### src/rtl/instruction_fetch.sv
// instruction_fetch: holds the PC, fetches words over req/ack,
// hands them to decode over valid/ready and steps the PC.
// Ports: iClk, iRst (sync, active-high)
//   imem  : oMemReq, oMemAddr, iMemAck, iMemData
//   decode: oValid, iReady, oInstruction, oPC, iPCSrc, iImmExt
//   status: oFault (sticky misaligned PC), oFetchCount
module instruction_fetch #(
  parameter logic [31:0] RESET_PC    = 32'h0000_0000,
  parameter int          COUNT_WIDTH = 32
) (
  input  logic                   iClk,
  input  logic                   iRst,
  output logic                   oMemReq,
  output logic [31:0]            oMemAddr,
  input  logic                   iMemAck,
  input  logic [31:0]            iMemData,
  output logic                   oValid,
  input  logic                   iReady,
  output logic [31:0]            oInstruction,
  output logic [31:0]            oPC,
  input  logic                   iPCSrc,
  input  logic [31:0]            iImmExt,
  output logic                   oFault,
  output logic [COUNT_WIDTH-1:0] oFetchCount
);

  typedef enum logic [1:0] {
    START,
    FETCH,
    HOLD,
    FAULT
  } state_t;

  state_t                 r_state;
  state_t                 w_next;
  logic [31:0]            r_pc;
  logic [31:0]            r_instr;
  logic [COUNT_WIDTH-1:0] r_count;
  logic [31:0]            w_target;
  logic                   w_misal;
  logic                   w_fire;
  logic                   w_capture;

  always_comb begin
    w_next    = r_state;
    w_fire    = 1'b0;
    w_capture = 1'b0;
    w_target  = iPCSrc ? r_pc + iImmExt
                       : r_pc + 32'd4;
    w_misal   = |w_target[1:0];
    unique case (r_state)
      START: w_next = FETCH;
      FETCH: begin
        if (iMemAck) begin
          w_capture = 1'b1;
          w_next    = HOLD;
        end
      end
      HOLD: begin
        if (iReady) begin
          w_fire = 1'b1;
          w_next = w_misal ? FAULT : FETCH;
        end
      end
      FAULT: w_next = FAULT;
      default: w_next = START;
    endcase
  end

  always_ff @(posedge iClk) begin
    if (iRst) begin
      r_state <= START;
      r_pc    <= RESET_PC;
      r_instr <= '0;
      r_count <= '0;
    end else begin
      r_state <= w_next;
      if (w_capture) begin
        r_instr <= iMemData;
      end
      if (w_fire) begin
        r_count <= r_count + COUNT_WIDTH'(1);
        // a misaligned target leaves the last good PC visible
        if (!w_misal) begin
          r_pc <= w_target;
        end
      end
    end
  end

  assign oMemReq      = (r_state == FETCH);
  assign oValid       = (r_state == HOLD);
  assign oFault       = (r_state == FAULT);
  assign oMemAddr     = r_pc;
  assign oPC          = r_pc;
  assign oInstruction = r_instr;
  assign oFetchCount  = r_count;

endmodule

### config.mk
export PLATFORM = sky130hd
export DESIGN_NAME = instruction_fetch
export DESIGN_NICKNAME = d
export VERILOG_FILES = /design/src/rtl/instruction_fetch.sv
export SDC_FILE = /design/constraint.sdc
export NUM_CORES = 1
export LEC_CHECK = 0
export ABC_AREA = 1
export CORE_MARGIN = 3
export CORE_UTILIZATION = 54
export CTS_BUF_LIST = sky130_fd_sc_hd__clkbuf_8
export CTS_CLUSTER_DIAMETER = 80
export CTS_CLUSTER_SIZE = 12
export DETAILED_ROUTE_END_ITERATION = 8
export PLACE_DENSITY = 0.89
export SETUP_SLACK_MARGIN = 0.15
export SLEW_MARGIN = 10
export SYNTH_ARGS = -nofsm -noshare
export SYNTH_HDL_FRONTEND = slang
export SYNTH_SLANG_ARGS = --single-unit
### constraint.sdc
create_clock -name iClk -period 5.65 [get_ports iClk]
set_input_delay 1.13 -clock iClk [delete_from_list [all_inputs] [get_ports iClk]]
set_output_delay 1.13 -clock iClk [all_outputs]
set_load 0.05 [all_outputs]
==> metrics.md, run 1 <==
| Metric | Value |
|---|---|
| Post-synth net total | `approximately 1.2k` |
| # Max-Cap Violations | `0` |
| Simple-Gate Fraction of Synth Area | `33.2%` |
| Tcrit/Tclk final | `roughly two thirds` |
| Multi-input combinational cell area | `between 4000 and 5000 sq um` |
| Gr usage total | `approximately 29%` |
| Layout cells sized above 1 | `under 10%` |
| Number of diodes | `0` |
| Starting Density | `55.4%` |
| Post-synthesis adder-cell area fraction | `~6.2%` |
| Row count | `41` |
| Crit Path Class | `input port to register` |
| DRC errors left | `0` |
| Post-synth top area cell | `dfxtp_1` |
| #FFs+latches synth | `slightly below 100` |
| Root Driver | `clkbuf_8` |
| Achievable frequency | `roughly 0.27 GHz` |
| DP HPWL | `16.8 mm` |
| Synth-to-Final Area Change | `29.3%` |
| Via/cell ratio | `around 5.5` |
| Clk_lat worst skew | `about 0.37 ns` |
| Worst-path fanout max | `37` |
| Min Tclk post-route | `about 3.7 ns` |
| Vias in the first global route | `~7.1k` |
| Synth Instances | `roughly 1.1k` |
| Post-synthesis sequential area ratio | `between 20% and 30%` |
| Port bufs | `about 200` |
| Mux cell area share after synthesis | `0%` |
| Largest family of logic cells by synthesized area | `simple AND/OR/NAND/NOR gates` |
| Post-CTS setup-driven buffer insertion count | `0` |
| Die width | `between 100 and 150 microns` |
| Crit path DAT | `slightly below 4 ns` |
| DR WL/cell | `about 15 microns` |
| Final setup vio count | `0` |
| IR drop worst, VDD | `between 0.0001 and 0.00015 V` |
| XOR/XNOR Fraction of Synth Area | `between 4 and 5%` |
| HP Start | `oInstruction[20]$_SDFFE_PP0P_` |
| Routability cong. | `roughly 0.95` |
| Total Die Area | `between 10000 and 15000 sq um` |
| Antenna violations before repair | `0` |
| Setup TNS Final | `0 ns` |
| Detailed Route WL | `around 22 mm` |
| Fin nets | `1342` |
| First-pass GRT wire length | `34.8 mm` |
| 1st-pass router iterations | `6` |
| Slew Viols, Final | `0` |
| Unrepaired setup endpoints after global routing | `false` |
| FILL cells | `about 1.1k` |
| Prevailing post-synth register cell | `dfxtp_1` |
| Unique cell type count in the Yosys netlist | `45` |
| DRT iter0 DRCs | `837` |
| Maximum root-to-sink buffer count | `2` |
| Hold WS | `0.489 ns` |
| Sequential cell area | `a little under 2000 sq um` |
| CTS Buf Count | `9` |
| Worst r2r src | `oMemAddr[0]$_SDFFE_PP0P_` |
| Fin Clk Skew | `slightly below 0.01 ns` |
| Largest net degree at the start of global routing | `just over 70` |
| Worst Path Required | `~6 ns` |
| Status | `complete, no violations` |
| Pwr dens | `176 nW/um^2` |
| Syn. warnings | `0` |
| Total clock sinks | `98` |
| Placeable Area | `between 10000 and 15000 sq um` |
| # resized after CTS | `0` |
| CTS tree | `yes` |
| Post-Syn Area per Cell | `~6.5 sq um` |
| Worst setup path start | `iPCSrc` |
| Worst hold-check path type | `register to register` |
| Final Hold Fails | `0` |
| Area contributors post-synth | `dfxtp_1 28%, nand2_1 11%, nor2_1 8.4%` |
| Hold_buf cts | `0` |
| Setup crit end kind | `register` |
| I/O pins | `200` |
| Reg2Reg Setup Slack | `~2.8 ns` |
| Util after Layout | `roughly 72%` |
| Async S/R FF share, synth | `0%` |
| Clock Pin Slew Worst Setup and Hold Paths | `0.10 ns` |
| H-tree depth | `3` |
| LEAKAGE | `approximately 0.0038 uW` |
| Overflow after GRT | `0` |
| Post-synth EDFFs | `0` |
| Post-Syn Area | `7020 sq um` |
| Post-route worst setup slack | `1.95 ns` |
| Worst Tran Pin Value | `slightly below 1 ns` |
| Worst slew margin relative to its limit | `between 30% and 40%` |
| Complex-gate fraction of the synthesized area | `between 15 and 20%` |
| Via Count | `~7.7k` |
| CP Launch Type | `input port` |
| Vert. Die Dim | `~120 microns` |
| Placement Setup Slack | `approximately 1.7 ns` |
| Detail Route Antenna Nets | `0` |
| Top-area cell type share of the netlist area | `roughly 28%` |
[placed cells by master, fill, tap and decap left out, types with 2 or more instances in the layout]
cell type,instances
a211oi_1,5
a21o_1,5
a21oi_1,106
a31oi_1,7
and2_1,2
buf_4,4
clkbuf_8,9
clkdlybuf4s50_1,199
clkinv_4,2
clkinvlp_4,2
dfxtp_1,98
ha_1,33
inv_1,104
inv_2,5
inv_6,3
nand2_1,214
nand2_2,3
nand3_1,53
nand3b_1,10
nand4_1,19
nand4_2,2
nor2_1,157
nor2_2,4
nor2_4,3
nor3_1,32
nor3_2,3
nor3b_1,5
nor4_1,6
o21a_1,4
o21ai_0,86
o21ai_1,2
o21bai_1,7
or2_2,2
xnor2_1,9
xor2_1,28
[per-stage QoR]
| stage | instance area [sq um] | power (uW) | cells |
|---|---|---|---|
| after global placement | 8900 | 1180 | 1400 |
| final | 9080 | 1600 | 1416 |
| after global routing | 9080 | 1670 | 1416 |
| after detailed placement | 8900 | 1190 | 1400 |
| after CTS | 9080 | 1610 | 1416 |
| after floorplan | 7020 | 1030 | 1086 |
[flip-flops by register name, summed over array words and instances (netlist names)]
signal,flops
oMemAddr,32
oInstruction,32
oFetchCount,32
r_state,2
[logic make-up after synthesis]
logic type / count (synthesis)
AO/OA/AOI/OAI: 225
XOR/XNOR: 37
adder cells (fa/ha/maj): 34
buffers and inverters: 171
flip-flops: 98
AND/OR/NAND/NOR: 521
[Yosys cell counts (4+ instances only)]
cell	count
dfxtp_1	98
nor4_1	6
nand3_1	53
nor2_1	157
nand3b_1	10
o21ai_0	86
inv_2	5
o21a_1	4
a21oi_1	106
o21bai_1	7
a21o_1	5
nor3b_1	5
a31oi_1	7
ha_1	33
nor3_1	32
buf_4	34
xor2_1	28
buf_2	4
nor2_2	4
nand4_1	19
inv_1	104
xnor2_1	9
nand2_1	214
clkbuf_1	19
a211oi_1	5
[report_power, final]
group	internal, uW	total [uW]	switching (uW)
Clock	166	428	262
Sequential	717	744	26.9
Combinational	158	430	272
[layout make-up]
cell class                 instances  area share [%]
multi-input combinational        817            47.2
timing repair buffer             203            22.3
sequential                        98            21.6
inverter                         110            4.57
tap                              172            2.37
clock buffer                       9            1.36
clock inverter                     7           0.648
[per-layer routing]
metal	vias up	track usage [%]	wire, microns
met1	3494	39.2	9270
met5	-	0	0
met2	322	47.6	9990
met3	54	4.90	1620
li1	3879	-	-
met4	0	9.88	639
[critical path, stage by stage]
cell	delay (ns)
clkdlybuf4s50_1	0.46
buf_4	0.31
inv_2	0.07
buf_4	0.26
nor3_1	0.20
a31oi_1	0.12
nor2_4	0.61
inv_4	0.27
a21oi_1	0.18
o21ai_0	0.12
a21oi_1	0.23
[path summary, 6_finish.rpt]
kind                                                      end  cells past startpoint
worst min register to register  oInstruction[20]$_SDFFE_PP0P_                      2
worst max-delay path                 oMemAddr[4]$_SDFFE_PP0P_                     11
worst max register to register       oMemAddr[4]$_SDFFE_PP0P_                      9
worst min-delay path            oInstruction[20]$_SDFFE_PP0P_                      2
Note: power is estimated with default switching activity, not from simulation.
==> run 2: changes to the inputs <==
--- a/config.mk
+++ b/config.mk
@@ -7,12 +7,12 @@
 export LEC_CHECK = 0
 export ABC_AREA = 1
 export CORE_MARGIN = 3
-export CORE_UTILIZATION = 54
+export CORE_UTILIZATION = 45
 export CTS_BUF_LIST = sky130_fd_sc_hd__clkbuf_8
 export CTS_CLUSTER_DIAMETER = 80
 export CTS_CLUSTER_SIZE = 12
 export DETAILED_ROUTE_END_ITERATION = 8
-export PLACE_DENSITY = 0.89
+export PLACE_DENSITY = 0.79
 export SETUP_SLACK_MARGIN = 0.15
 export SLEW_MARGIN = 10
 export SYNTH_ARGS = -nofsm -noshare
==> constraint.sdc (replaced) <==
create_clock -name iClk -period 3.2 [get_ports iClk]
set_input_delay 0.64 -clock iClk [delete_from_list [all_inputs] [get_ports iClk]]
set_output_delay 0.64 -clock iClk [all_outputs]
set_load 0.05 [all_outputs]
==> metrics.md, run 2 (same netlist as run 1, synthesis figures left out) <==
| Metric | Value |
|---|---|
| Status | `complete, no violations (unchanged)` |
| CTS tree | `yes (unchanged)` |
| Largest net degree at the start of global routing | `43 (was 71)` |
| Multi-input combinational cell area | `4280 sq um (unchanged)` |
| Clk network pwr share | `29.0% (was 26.7%)` |
| Worst hold-check path type | `register to register (unchanged)` |
| # Max-Cap Violations | `0 (unchanged)` |
| Total Die Area | `17100 sq um (was 14400 sq um)` |
| Synth-to-Final Area Change | `31.0% (was 29.3%)` |
| Crit Path Class | `input port to register (unchanged)` |
| Vert. Die Dim | `131 microns (was 120 microns)` |
| Worst slew margin relative to its limit | `59.5% (was 33.8%)` |
| Fin nets | `1348 (was 1342)` |
| Hold_buf cts | `0 (unchanged)` |
| Final Hold Fails | `0 (unchanged)` |
| Pwr dens | `318 nW/um^2 (was 176 nW/um^2)` |
| LEAKAGE | `0.00385 uW (was 0.00380 uW)` |
| Design Area, Final | `9200 sq um (was 9080 sq um)` |
| Fin Clk Skew | `0.0158 ns (was 0.00965 ns)` |
| First-pass GRT wire length | `33.3 mm (was 34.8 mm)` |
| Worst Path Required | `3.50 ns (was 5.94 ns)` |
| Net Sw Frac | `34.2% (was 35.0%)` |
| Post-CTS setup-driven buffer insertion count | `0 (unchanged)` |
| H-tree depth | `3 (unchanged)` |
| Row count | `45 (was 41)` |
| Worst Path Buf+Inv | `2 (was 5)` |
| Port bufs | `199 (unchanged)` |
| Starting Density | `46.0% (was 55.4%)` |
| Sequence of cells on the critical path | `clkdlybuf4s50_1 > ha_1 > fa_1 > nor3_1 > a31oi_1 > nor2_4 > buf_4 > o21a_1 > o21ai_0 > a21oi_1 (was clkdlybuf4s50_1 > buf_4 > inv_2 > buf_4 > nor3_1 > a31oi_1 > nor2_4 > inv_4 > a21oi_1 > o21ai_0 > a21oi_1)` |
| Crit path largest cell delay | `0.46 ns (was 0.61 ns)` |
| Unrepaired setup endpoints after global routing | `false (unchanged)` |
| Achievable frequency | `between 0.3 and 0.4 GHz` |
| Final setup vio count | `0 (unchanged)` |
| Worst Tran Pin Value | `0.602 ns (was 0.992 ns)` |
| Total clock sinks | `98 (unchanged)` |
| Int Pwr | `1930 uW (was 1040 uW)` |
| Setup TNS Final | `0 ns (unchanged)` |
| FILL cells | `1478 (was 1077)` |
| CTS Buf Count | `9 (unchanged)` |
| Clock Pin Slew Worst Setup and Hold Paths | `0.10 ns (about the same)` |
| Tcrit/Tclk final | `78.3%` |
| Detailed Route WL | `21.5 mm (about the same)` |
| Psw | `1000 uW (was 561 uW)` |
| I/O pins | `200 (unchanged)` |
| Setup crit end kind | `register (unchanged)` |
| # resized after CTS | `0 (unchanged)` |
| DP HPWL | `16.9 mm (was 16.8 mm)` |
| Commonest non-fill, non-tap cell in the layout | `nand2_1 (unchanged)` |
| DRT iter0 DRCs | `594 (was 837)` |
| DRC errors left | `0 (unchanged)` |
| Slew Viols, Final | `0 (unchanged)` |
| Root Driver | `clkbuf_8 (unchanged)` |
| Gr usage total | `24.0% (was 29.2%)` |
| Number of diodes | `0 (unchanged)` |
| Overflow after GRT | `0 (unchanged)` |
| DR WL/cell | `14.7 microns (was 15.2 microns)` |
| Routability cong. | `0.972 (was 0.953)` |
| Share of power burned in combinational logic | `26.2% (was 26.9%)` |
| Crit-path slowest cell | `clkdlybuf4s50_1 (was nor2_4)` |
| Share of power burned in registers | `44.9% (was 46.4%)` |
| Die width | `131 microns (was 120 microns)` |
| Crit path DAT | `2.80 ns (was 3.98 ns)` |
| Sequential cell area | `1960 sq um (unchanged)` |
| Worst-path fanout max | `27 (was 37)` |
| DP Area | `8990 sq um (was 8900 sq um)` |
| Via Count | `7651 (was 7749)` |
| Maximum root-to-sink buffer count | `2 (unchanged)` |
| Vias in the first global route | `6717 (was 7149)` |
| Placeable Area | `15300 sq um (was 12700 sq um)` |
| IR drop worst, VDD | `0.000185 V (was 0.000139 V)` |
| Layout cells sized above 1 | `4.32% (was 3.86%)` |
| Antenna violations before repair | `0 (unchanged)` |
| Cell family contributing the most delay on the critical path | `buffers and inverters (unchanged)` |
| Detail Route Antenna Nets | `0 (unchanged)` |
| Clk_lat worst skew | `0.37 ns (about the same)` |
| 1st-pass router iterations | `5 (was 6)` |
| Commonest non-fill, non-tap cells in the layout | `214 x nand2_1, 199 x clkdlybuf4s50_1, 157 x nor2_1 (unchanged)` |
| Via/cell ratio | `5.24 (was 5.47)` |
| CP Launch Type | `input port (unchanged)` |
| Min Tclk post-route | `roughly 2.5 ns` |
[run 2: cell count changes in the layout (fill, tap and decap cells not counted), sizes merged]
cell,previous run,this run
buf,4,10
bufinv,0,1
clkinv,2,1
clkinvlp,2,1
inv,113,114
[run 2: metal layers]
metal	up-vias	part of all wire (%)	track usage [%]	wire, microns
li1	3896	-	-	-
met1	3463	45	33.7	9730
met2	261	47	39.3	10100
met3	31	6.0	2.56	1290
met4	0	2.1	6.53	454
met5	-	0	0	0
[run 2: power by group through the flow]
stage | clock network [uW] | logic, uW | registers [uW]
global placement | 0 | 753 | 1340
floorplan | 0 | 343 | 1480
global route | 913 | 823 | 1320
detailed placement | 0 | 761 | 1340
CTS | 870 | 764 | 1310
finish | 848 | 766 | 1310
[run 2: area by class of cell]
type	count	share of cell area (%)
Timing Repair Buffer	209	22.5
Inverter	110	4.52
Sequential cell	98	21.3
Clock buffer	9	1.35
Clock inverter	7	0.898
Tap cell	211	2.87
Multi-Input combinational cell	817	46.6
[run 2: tightest hold or removal path: stages, from the launching register on]
cell	delay [ns]
dfxtp_1	0.34
nor2_1	0.05
nor2_1	0.08
[run 2: path summary, 6_finish.rpt]
kind | from | end | slack, ns | depth (start not counted)
setup / recovery | iImmExt[0] | oMemAddr[16]$_SDFFE_PP0P_ | 0.70 | 10
hold reg to reg | oInstruction[25]$_SDFFE_PP0P_ | oInstruction[25]$_SDFFE_PP0P_ | 0.49 | 2
hold / removal | oInstruction[25]$_SDFFE_PP0P_ | oInstruction[25]$_SDFFE_PP0P_ | 0.49 | 2
setup reg to reg | oMemAddr[6]$_SDFFE_PP0P_ | oMemAddr[19]$_SDFFE_PP0P_ | 0.94 | 12
[run 2: per-stage QoR]
stage	power, uW	util (%)	std cells	setup slack [ns]	hold WS (ns)
6_report	2930	60.3	1461	0.695	0.487
3_5_place_dp	2100	58.9	1445	0.348	0.469
2_1_floorplan	1830	-	1086	0.923	0.499
5_1_grt	3060	60.3	1461	0.549	0.507
4_1_cts	2950	60.3	1461	0.697	0.493
3_3_place_gp	2090	58.9	1445	0.376	0.462
